==> src/rtl/periph_xbar_pkg.sv <==
// Shared constants and the address-rule helper for the peripheral crossbar.
package periph_xbar_pkg;

    localparam int unsigned ADDR_MAX = 64;
    typedef logic [ADDR_MAX-1:0] addr_t;

    localparam logic [31:0] ERR_RDATA = 32'hBADACCE5;

    // A rule with start above end can never match, which is how rules are disabled.
    function automatic logic addr_match(input addr_t addr, input addr_t start_addr, input addr_t end_addr);
        return (start_addr <= addr) && (addr <= end_addr);
    endfunction

endpackage

==> src/rtl/periph_xbar_rr_arb.sv <==
// Combinational round-robin picker: first requester found after ptr, wrapping.
module periph_xbar_rr_arb #(
    parameter  int N  = 3,
    localparam int IW = (N > 1) ? $clog2(N) : 1
) (
    input  logic [N-1:0]  req,
    input  logic [IW-1:0] ptr,
    output logic [N-1:0]  gnt,
    output logic [IW-1:0] idx
);

    logic found_s;

    // Scan ptr+1, ptr+2, ... ptr (mod N) and keep the first hit.
    always_comb begin
        gnt     = '0;
        idx     = '0;
        found_s = 1'b0;
        for (int k = 1; k <= N; k++) begin
            if (!found_s && req[(int'(ptr) + k) % N]) begin
                found_s                   = 1'b1;
                gnt[(int'(ptr) + k) % N]  = 1'b1;
                idx                       = IW'((int'(ptr) + k) % N);
            end else begin
                found_s = found_s;
            end
        end
    end

endmodule

==> src/rtl/periph_xbar.sv <==
// Request/grant crossbar: runtime address map, per-slave round-robin, one outstanding
// transaction per master and per slave, and an internal decode-error responder.
module periph_xbar
    import periph_xbar_pkg::*;
#(
    parameter int NB_MASTER  = 3,
    parameter int NB_SLAVE   = 3,
    parameter int ADDR_WIDTH = 32,
    parameter int DATA_WIDTH = 32
) (
    input  logic                             clk,
    input  logic                             rst_n,
    input  logic [NB_SLAVE*ADDR_WIDTH-1:0]   start_addr_i,
    input  logic [NB_SLAVE*ADDR_WIDTH-1:0]   end_addr_i,
    input  logic [NB_MASTER-1:0]             m_req_i,
    output logic [NB_MASTER-1:0]             m_gnt_o,
    input  logic [NB_MASTER*ADDR_WIDTH-1:0]  m_addr_i,
    input  logic [NB_MASTER-1:0]             m_we_i,
    input  logic [NB_MASTER*DATA_WIDTH/8-1:0] m_be_i,
    input  logic [NB_MASTER*DATA_WIDTH-1:0]  m_wdata_i,
    output logic [NB_MASTER-1:0]             m_rvalid_o,
    output logic [NB_MASTER*DATA_WIDTH-1:0]  m_rdata_o,
    output logic [NB_MASTER-1:0]             m_err_o,
    output logic [NB_SLAVE-1:0]              s_req_o,
    input  logic [NB_SLAVE-1:0]              s_gnt_i,
    output logic [NB_SLAVE*ADDR_WIDTH-1:0]   s_addr_o,
    output logic [NB_SLAVE-1:0]              s_we_o,
    output logic [NB_SLAVE*DATA_WIDTH/8-1:0] s_be_o,
    output logic [NB_SLAVE*DATA_WIDTH-1:0]   s_wdata_o,
    input  logic [NB_SLAVE-1:0]              s_rvalid_i,
    input  logic [NB_SLAVE*DATA_WIDTH-1:0]   s_rdata_i,
    input  logic [NB_SLAVE-1:0]              s_err_i
);

    localparam int MW = (NB_MASTER > 1) ? $clog2(NB_MASTER) : 1;
    localparam int BW = DATA_WIDTH / 8;
    localparam int NT = NB_SLAVE + 1;  // target NB_SLAVE is the error slave
    localparam logic [DATA_WIDTH-1:0] ERR_DATA = DATA_WIDTH'(ERR_RDATA);

    logic [NT-1:0]        dec_s     [NB_MASTER];
    logic [NB_MASTER-1:0] arb_req_s [NT];
    logic [NB_MASTER-1:0] arb_gnt_s [NT];
    logic [MW-1:0]        arb_idx_s [NT];
    logic [NB_SLAVE-1:0]  slv_ok_s;
    logic [NB_SLAVE-1:0]  rsp_s;
    logic [NB_SLAVE-1:0]  hs_s;
    logic                 err_win_s;

    logic [NB_MASTER-1:0] m_busy_r;
    logic [NB_SLAVE-1:0]  s_busy_r;
    logic [MW-1:0]        owner_r [NB_SLAVE];
    logic [MW-1:0]        ptr_r   [NT];
    logic                 err_busy_r;
    logic [MW-1:0]        err_owner_r;

    // One-hot target per master; scanning downward lets the lowest matching rule win.
    always_comb begin
        for (int m = 0; m < NB_MASTER; m++) begin
            dec_s[m] = NT'(1'b1) << NB_SLAVE;
            for (int j = NB_SLAVE - 1; j >= 0; j--) begin
                if (addr_match(addr_t'(m_addr_i[m*ADDR_WIDTH +: ADDR_WIDTH]),
                               addr_t'(start_addr_i[j*ADDR_WIDTH +: ADDR_WIDTH]),
                               addr_t'(end_addr_i[j*ADDR_WIDTH +: ADDR_WIDTH]))) begin
                    dec_s[m] = NT'(1'b1) << j;
                end else begin
                    dec_s[m] = dec_s[m];
                end
            end
        end
    end

    // Busy masters are hidden from every arbiter until their response returns.
    always_comb begin
        for (int t = 0; t < NT; t++) begin
            for (int m = 0; m < NB_MASTER; m++) begin
                arb_req_s[t][m] = m_req_i[m] & ~m_busy_r[m] & dec_s[m][t];
            end
        end
    end

    for (genvar t = 0; t < NT; t++) begin : g_arb
        periph_xbar_rr_arb #(.N(NB_MASTER)) u_arb (
            .req (arb_req_s[t]),
            .ptr (ptr_r[t]),
            .gnt (arb_gnt_s[t]),
            .idx (arb_idx_s[t])
        );
    end

    // A response in the same cycle frees the slave for a back-to-back grant.
    assign slv_ok_s  = ~s_busy_r | s_rvalid_i;
    assign rsp_s     = s_busy_r & s_rvalid_i;
    assign err_win_s = rst_n & (|arb_gnt_s[NB_SLAVE]);

    // Forward the winner's request and payload to each slave port.
    always_comb begin
        s_req_o   = '0;
        s_addr_o  = '0;
        s_we_o    = '0;
        s_be_o    = '0;
        s_wdata_o = '0;
        hs_s      = '0;
        for (int j = 0; j < NB_SLAVE; j++) begin
            if (rst_n && slv_ok_s[j] && (|arb_gnt_s[j])) begin
                s_req_o[j]                                = 1'b1;
                s_addr_o[j*ADDR_WIDTH +: ADDR_WIDTH]      = m_addr_i[int'(arb_idx_s[j])*ADDR_WIDTH +: ADDR_WIDTH];
                s_we_o[j]                                 = m_we_i[arb_idx_s[j]];
                s_be_o[j*BW +: BW]                        = m_be_i[int'(arb_idx_s[j])*BW +: BW];
                s_wdata_o[j*DATA_WIDTH +: DATA_WIDTH]     = m_wdata_i[int'(arb_idx_s[j])*DATA_WIDTH +: DATA_WIDTH];
                hs_s[j]                                   = s_gnt_i[j];
            end else begin
                hs_s[j] = 1'b0;
            end
        end
    end

    // Grants and responses back to the masters, including the error responder.
    always_comb begin
        m_gnt_o    = '0;
        m_rvalid_o = '0;
        m_rdata_o  = '0;
        m_err_o    = '0;
        for (int j = 0; j < NB_SLAVE; j++) begin
            if (hs_s[j]) begin
                m_gnt_o[arb_idx_s[j]] = 1'b1;
            end else begin
                m_gnt_o = m_gnt_o;
            end
            if (rsp_s[j]) begin
                m_rvalid_o[owner_r[j]]                               = 1'b1;
                m_rdata_o[int'(owner_r[j])*DATA_WIDTH +: DATA_WIDTH] = s_rdata_i[j*DATA_WIDTH +: DATA_WIDTH];
                m_err_o[owner_r[j]]                                  = s_err_i[j];
            end else begin
                m_rvalid_o = m_rvalid_o;
            end
        end
        if (err_win_s) begin
            m_gnt_o[arb_idx_s[NB_SLAVE]] = 1'b1;
        end else begin
            m_gnt_o = m_gnt_o;
        end
        if (err_busy_r) begin
            m_rvalid_o[err_owner_r]                               = 1'b1;
            m_rdata_o[int'(err_owner_r)*DATA_WIDTH +: DATA_WIDTH] = ERR_DATA;
            m_err_o[err_owner_r]                                  = 1'b1;
        end else begin
            m_rvalid_o = m_rvalid_o;
        end
    end

    // Busy/owner/pointer bookkeeping; clears come first so a same-cycle re-grant wins.
    always_ff @(posedge clk or negedge rst_n) begin
        if (!rst_n) begin
            m_busy_r    <= '0;
            s_busy_r    <= '0;
            err_busy_r  <= 1'b0;
            err_owner_r <= '0;
            for (int j = 0; j < NB_SLAVE; j++) begin
                owner_r[j] <= '0;
            end
            for (int t = 0; t < NT; t++) begin
                ptr_r[t] <= MW'(NB_MASTER - 1);
            end
        end else begin
            for (int j = 0; j < NB_SLAVE; j++) begin
                if (rsp_s[j]) begin
                    m_busy_r[owner_r[j]] <= 1'b0;
                    s_busy_r[j]          <= 1'b0;
                end
                if (hs_s[j]) begin
                    s_busy_r[j]            <= 1'b1;
                    owner_r[j]             <= arb_idx_s[j];
                    ptr_r[j]               <= arb_idx_s[j];
                    m_busy_r[arb_idx_s[j]] <= 1'b1;
                end
            end
            if (err_busy_r) begin
                m_busy_r[err_owner_r] <= 1'b0;
            end
            if (err_win_s) begin
                err_busy_r                    <= 1'b1;
                err_owner_r                   <= arb_idx_s[NB_SLAVE];
                ptr_r[NB_SLAVE]               <= arb_idx_s[NB_SLAVE];
                m_busy_r[arb_idx_s[NB_SLAVE]] <= 1'b1;
            end else begin
                err_busy_r <= 1'b0;
            end
        end
    end

endmodule

==> config.mk <==
export PLATFORM = sky130hd
export DESIGN_NAME = periph_xbar
export DESIGN_NICKNAME = d
export VERILOG_FILES = /design/src/rtl/periph_xbar_pkg.sv /design/src/rtl/periph_xbar_rr_arb.sv /design/src/rtl/periph_xbar.sv
export SDC_FILE = /design/constraint.sdc
export NUM_CORES = 1
export LEC_CHECK = 0
export ABC_AREA = 1
export ABC_CLOCK_PERIOD_IN_PS = 4300
export BUFFER_PORTS_ARGS = -buffer_cell sky130_fd_sc_hd__buf_2
export CORE_AREA = 2 2 317 319
export CTS_CLUSTER_SIZE = 16
export DETAILED_ROUTE_END_ITERATION = 6
export DIE_AREA = 0 0 319 321
export SYNTH_ARGS = -nofsm -noshare
export SYNTH_HDL_FRONTEND = slang
export SYNTH_SLANG_ARGS = --single-unit
==> constraint.sdc <==
create_clock -name clk -period 4.3 [get_ports clk]
set_input_delay 0.215 -clock clk [delete_from_list [all_inputs] [get_ports clk]]
set_output_delay 0.215 -clock clk [all_outputs]
set_load 0.01 [all_outputs]
==> qor.yml, run 1 <==
critical_path:
  ff2ff_setup_slack_ps: 1150
  r2r_cells: 15
  crit_path_start_kind: "primary input"
  critPathBufInv: 7
  end_kind: "output port"
  cp.required_ps: 4090
  critical_path.slowest_cell: "nor3_1"
  critPathTopFamily: "simple AND/OR/NAND/NOR gates"
  cp.arrival_ps: 4070
  path_class: "in -> out"
  cp_common_cell: "nand2_1"
  r2r_end: "m_busy_r[1]"
  cpPeakStageDelay_ps: 430
  crit_path_cell_trace: "buf_2 -> inv_1 -> ha_1 -> nand4_1 -> nor3_1 -> nand3_1 -> nand2_1 -> nand2_1 -> inv_1 -> nand2_1 -> nand2_1 -> nand3_2 -> nor2b_4 -> nand3_1 -> inv_2 -> nand2_2 -> nand2_4 -> buf_12 -> buf_12 -> o21ai_0 -> o21ai_0 -> nor2_1 -> buf_2"
  worst-path-max-fanout: 40
  r2r-start: "owner_r[2]"
sta:
  max_freq_mhz: 233
  tns_ps: 0
  worst_pin_slew_ps: 1110
  fin_worst_skew_ps: 0.706
  setup_ws_ps: 16.2
  final-max-slew-violation-count: 0
  setup_viol: 0
  finalHoldViolations: 0
  period_share_pct: 99.6
  rsz0062_at_grt: "yes"
  min_period_ps: 4280
  slew_headroom_pct: 26.0
power_and_ir_drop:
  p_int_mw: 5.11
  finalPower_mw: 14.1
  p_clk_share_pct: 1.3
  swShare_pct: 63.8
  worst_ir_drop_vdd_uv: 465
  power_switching_mw: 9.01
  powerDensity_nw_per_um2: 446
  comb_power_share_pct: 96.2
  seq_power_share_pct: 2.5
  power.static_leakage_nw: 17.3
floorplan:
  core_um2: 99300
  die_area_um2: 102000
  num_rows: 116
  die_x_um: 319
  die_y_um: 321
  initial_utilization_pct: 23.6
  io_pins: 824
final_layout:
  nets: 5872
  multi_input_area_um2: 20900
  regArea_um2: 480
  syn_to_final_growth_pct: 35.0
  fin_cells: 6086
  drive_gt1_share_pct: 26.1
  nFillCells: 11139
  design_area_um2: 31700
grt:
  grt_max_degree: 53
  grt_usage_pct: 28.1
  antenna_found_initial: 69
  grt_pass1_vias: 31135
  grt_pass1_wl_um: 214000
  gr-total-overflow: 0
hold_path:
  hold_depth: 2
  holdPathEnd: "s_busy_r[0]"
  hold_path_class: "in -> reg"
  hp-start: "s_rvalid_i[0]"
placed_design:
  hpwlAfterDp_um: 128000
  gp_congestion: 1.06
  dp_worst_setup_slack_ps: -337
  place.port_buffers: 823
  placed_area_um2: 30800
  dpl.cell_count: 6027
synthesis:
  async_flop_share_pct: 100
  yosysSeqAreaShare_pct: 2.05
  synth_top_flop_cell: "dfrtp_1"
  synth_cell_types: 54
  syn-instance-count: 3844
  synth_edf_count: 0
  syn_nets: 4963
  syn_avg_cell_area_um2: 6.11
  synth_warnings: 0
  synth_top_area_share_pct: 32.5
  synthTopCellsByArea: "ha_1, o21ai_0, nand2_1, inv_1, a21oi_1"
  syn-cell-area_um2: 23500
  synth_area_leader_cell: "ha_1"
  ys_ff_latch: 19
drt:
  wirelength_um: 155000
  firstDrtPassIters: 6
  ant_nets: 0
  drt_iter0_markers: 4109
  remaining_drc_errors: 0
  wl_per_cell_um: 25.4
  vias_per_cell: 5.53
  vias: 33682
clock_tree:
  max-clock-path-buffers: 2
  cts_tree: "done"
  cts-buffers-inserted: 3
  root_buffer: "clkbuf_16"
  clk_latency_ps: 250
  cts_max_level: 1
  clk_pin_slew_ps: 50
  cts.sinks: 19
job:
  cap_violations: 0
status:
  outcome: "finished, final reports clean"
==> sequential cells by signal, indices dropped and copies added, names as in the netlist <==
| name | cells |
|---|---|
| ptr_r | 5 |
| err_busy_r | 1 |
| s_busy_r | 3 |
| err_owner_r | 1 |
| m_busy_r | 3 |
| owner_r | 6 |
==> cell usage in the layout, fill, tap and decap left out, types with 7 or more instances in the layout <==
master and n:
nand4_1 98, a21oi_2 9, nor2_1 300, nand3b_1 7
buf_12 46, o21ai_2 13, clkbuf_16 8, o31ai_1 13
a22oi_1 32, nand3_1 100, nand2_1 631, o21ai_1 54
nand3_2 7, nand2_2 28, buf_4 199, o22ai_1 54
ha_1 606, o211ai_1 70, a32oi_1 13, o21a_1 25
inv_2 23, nor3_1 87, nor4_4 9, inv_1 438
o221ai_1 20, a31oi_1 15, o21bai_1 15, a21oi_1 326
a211oi_1 29, nor2_2 16, diode_2 36, o21ai_0 543
nor2_4 8, dfrtp_1 15, nand2_4 9, buf_2 808
clkbuf_4 8
==> cell type report <==
cell class | count | share of cell area [%]
sequential | 19 | 1.52
tap | 1298 | 5.12
antenna | 36 | 0.284
multi-input combinational | 3179 | 65.8
clock buffer | 4 | 0.249
timing repair buffer | 1074 | 21.3
inverter | 476 | 5.76
==> synthesized netlist by cell type (2+ instances only) <==
cell type  instances
buf_2             30
a211oi_1          35
nor4_1             8
nor2_2             4
clkbuf_1         115
a31oi_1           15
nand4_1           98
buf_1              6
nor2_4             5
a21o_1             3
nor3_2             2
dfrtp_1           15
clkinv_1           6
nand3b_1           7
or2_2              2
o21a_1            25
o21ai_2           12
nand3_1          102
buf_4              7
nand2_2           19
a22oi_1           32
nor2_1           315
ha_1             610
inv_2             10
clkbuf_2           7
o21ai_0          554
o21bai_1          15
o221ai_1          20
o31ai_1           13
a32oi_1           13
nor3b_1            2
o22ai_1           54
a21oi_1          336
nand2_4            4
o21ai_1           45
buf_6              5
inv_1            459
nand2_1          645
nand3_2            5
nor4_2             9
dfstp_2            4
nor3_1            90
o211ai_1          70
==> worst max path at each step <==
stage                     cells after the start            end      startpoint  slack, ps
after floorplan                              23   s_addr_o[43]    m_addr_i[95]       1420
after detailed placement                     27  s_wdata_o[62]    m_addr_i[95]       -340
final                                        23  s_wdata_o[83]    m_addr_i[38]         20
after CTS                                    23  s_wdata_o[73]  end_addr_i[93]         10
after global placement                       27  s_wdata_o[62]    m_addr_i[95]       -340
after global routing                         28  s_wdata_o[78]    m_addr_i[19]        -40
==> metal layers <==
layer	part of all wire, %	track usage (%)	up-vias
li1	-	-	15405
met1	41	36.8	15694
met2	43	43.7	2080
met3	10	6.58	447
met4	5.3	12.3	56
met5	0.23	0	-
==> kinds of logic (layout without fill, tap and decap cells) <==
kind of cell | Yosys count | after routing | share of synthesized area (%)
AOI/OAI and AO/OA | 1247 | 1247 | 29.9
adders and majority gates | 610 | 610 | 32.5
buffers and inverters | 646 | 1554 | 10.8
DFF | 19 | 19 | 2.05
other | 0 | 36 | 0
and+or+nand+nor | 1322 | 1322 | 24.7
==> timing repair <==
action / in CTS / in global routing
hold buffers: 1 / 0
resized for setup: 10 / 140
gates cloned: 0 / 5
buffers inserted: 1 / 12
pin swaps: 1 / 26
setup endpoints to repair: 104 / 195
endpoints found under the hold margin: 15 / 0
==> per-stage QoR <==
step	util, %	hold WS, ps
floorplan	-	-80.6
global placement	31.0	216
detailed placement	31.0	224
CTS	31.2	191
global route	31.9	215
finish	31.9	194
==> power by group through the flow <==
| stage | sequential (mW) | clock [mW] | combinational (mW) |
|---|---|---|---|
| 2_1_floorplan | 0.317 | 0 | 6.11 |
| 3_3_place_gp | 0.347 | 0 | 12.7 |
| 3_5_place_dp | 0.350 | 0 | 12.8 |
| 4_1_cts | 0.347 | 0.195 | 12.8 |
| 5_1_grt | 0.357 | 0.205 | 14.4 |
| 6_report | 0.347 | 0.190 | 13.6 |
Power figures use the tool's default switching activity.
==> run 2, diff against run 1 <==
--- a/config.mk
+++ b/config.mk
@@ -12,6 +12,7 @@
 export CTS_CLUSTER_SIZE = 16
 export DETAILED_ROUTE_END_ITERATION = 6
 export DIE_AREA = 0 0 319 321
+export RECOVER_POWER = 100
 export SYNTH_ARGS = -nofsm -noshare
 export SYNTH_HDL_FRONTEND = slang
 export SYNTH_SLANG_ARGS = --single-unit
==> run 2 against run 1 <==
  * Die area unchanged
  * Final area down 0.24%
  * Maximum frequency up 0.31%
  * Clock power about the same
  * Setup slack better by 13 ps
  * Sequential share of layout area about the same
  * The flow now finishes with violations (DRC, capacitance limit, slew limit)
  * Power down 0.44%
  * Largest power group unchanged
==> qor.yml, run 2 (synthesis gave the netlist of run 1 again) <==
critical_path:
  critical_path.slowest_cell: "nor3_1"
  end_kind: "output port"
  crit_path_start_kind: "primary input"
  cp_common_cell: "nand2_1"
  worst-path-max-fanout: 40
  path_class: "in -> out"
  ff2ff_setup_slack_ps: 960
  cp.required_ps: 4090
  crit_path_cell_trace: "buf_2 -> inv_1 -> ha_1 -> nand4_1 -> nor3_1 -> nand3_1 -> nand2_1 -> nand2_1 -> inv_1 -> nand2_1 -> nand2_1 -> nand3_2 -> nor2b_4 -> nand3_1 -> inv_2 -> nand2_2 -> nand2_4 -> buf_12 -> buf_12 -> o21ai_0 -> o21ai_0 -> nor2_1 -> buf_2"
  cpPeakStageDelay_ps: 420
  cp.arrival_ps: 4060
placed_design:
  placed_area_um2: 30800
  place.port_buffers: 823
  gp_congestion: 1.06
  dp_worst_setup_slack_ps: -337
  hpwlAfterDp_um: 128000
grt:
  grt_max_degree: 53
  use_met1_pct: 36.8
  grt_usage_pct: 28.1
  grt_use_met2_pct: 43.7
  met3_usage_pct: 6.58
  antenna_found_initial: 69
  gr-total-overflow: 0
  top_usage_layer: "met2"
  grt_pass1_wl_um: 214000
  grt_pass1_vias: 31135
clock_tree:
  root_buffer: "clkbuf_16"
  cts-buffers-inserted: 3
  max-clock-path-buffers: 2
  cts_tree: "done"
  clk_pin_slew_ps: 50
  clk_latency_ps: 250
  cts_max_level: 1
  cts.sinks: 19
final_layout:
  post-route-util_pct: 31.8
  nFillCells: 11164
  largest_register_ffs: 6
  top_register: "owner_r"
  layout_common_cells: "buf_2, nand2_1, ha_1"
  design_area_um2: 31600
  layout_commonest_cell: "buf_2"
  syn_to_final_growth_pct: 34.7
  top_regs: "owner_r: 6 flops, ptr_r: 5 flops"
  nets: 5872
  drive_gt1_share_pct: 25.0
floorplan:
  die_y_um: 321
  core_um2: 99300
  die_x_um: 319
  io_pins: 824
  die_area_um2: 102000
  num_rows: 116
  initial_utilization_pct: 23.6
status:
  violations: "DRC, capacitance limit, slew limit"
  outcome: "finished, violations left"
power_and_ir_drop:
  seq_power_share_pct: 2.5
  powerDensity_nw_per_um2: 445
  power.static_leakage_nw: 17.0
  swShare_pct: 63.9
  p_clk_share_pct: 1.3
  comb_power_share_pct: 96.2
  power_switching_mw: 8.99
  p_int_mw: 5.07
  worst_ir_drop_vdd_uv: 465
drt:
  vias: 33693
  wl_per_cell_um: 25.4
  drt_iter0_markers: 3871
  vias_per_cell: 5.53
  remaining_drc_errors: 1
  firstDrtPassIters: 7
  ant_nets: 0
  wirelength_um: 155000
sta:
  fin_worst_skew_ps: 1.15
  worst_pin_slew_ps: 1780
  rsz0062_at_grt: "yes"
  finalHoldViolations: 0
  max_freq_mhz: 234
  period_share_pct: 99.3
  final-max-slew-violation-count: 57
  hold_slack_ps: 194
  min_period_ps: 4270
  slew_headroom_pct: -19.0
  setup_viol: 0
  setup_ws_ps: 29.5
job:
  cap_violations: 2
hold_path:
  hold_path_class: "in -> reg"
[run 2: worst paths after layout]
check | from | endpoint | cells after the start
max in group asynchronous | rst_n | s_busy_r[2] | 3
worst min-delay path | s_rvalid_i[0] | s_busy_r[0] | 2
worst max register to register | owner_r[2] | m_busy_r[0] | 13
worst max-delay path | m_addr_i[38] | s_wdata_o[83] | 23
worst min register to register | s_busy_r[2] | s_busy_r[2] | 2
min in group asynchronous | rst_n | owner_r[5] | 3
[run 2: metrics by stage]
stage / setup TNS [ps] / total power, mW / instances
5_1_grt: -355 / 14.9 / 6078
6_report: 0 / 14.1 / 6088
3_3_place_gp: -4390 / 13.1 / 6027
2_1_floorplan: 0 / 6.43 / 3844
3_5_place_dp: -5790 / 13.1 / 6027
4_1_cts: 0 / 13.4 / 6033
[run 2: timing repair]
item | CTS | global route
pin swaps | 1 | 26
cloned | 0 | 5
hold buffers | 1 | 0
resized for setup | 10 | 140
buffers inserted | 1 | 12
setup endpoints to repair | 104 | 195
endpoints found under the hold margin | 15 | 0
[run 2: power groups by stage]
stage	registers [mW]	clock network (mW)	logic, mW
floorplan	0.317	0	6.11
global placement	0.347	0	12.7
detailed placement	0.350	0	12.8
CTS	0.347	0.195	12.8
global route	0.356	0.205	14.3
finish	0.345	0.190	13.5
[run 2: cell type report]
type	count	area (um2)	area share (%)
well taps	1298	1620	5.14
inverters	476	1820	5.77
multi-input cells	3179	20900	66.0
clock buffers	4	78.8	0.249
diodes	38	95.1	0.301
repair buffers	1074	6660	21.1
flip-flops and latches	19	480	1.52
[run 2: worst max-delay path, delay by kind of cell]
kind | cells | cell delay [ps]
buffers and inverters | 7 | 1240
AOI/OAI and AO/OA | 2 | 180
adders and majority gates | 1 | 390
and+or+nand+nor | 13 | 1950
[run 2: routing by layer]
layer,part of all wire (%),wire [um]
met1,41,63900
met2,43,66100
met3,10,16100
met4,5.3,8140
met5,0.24,369
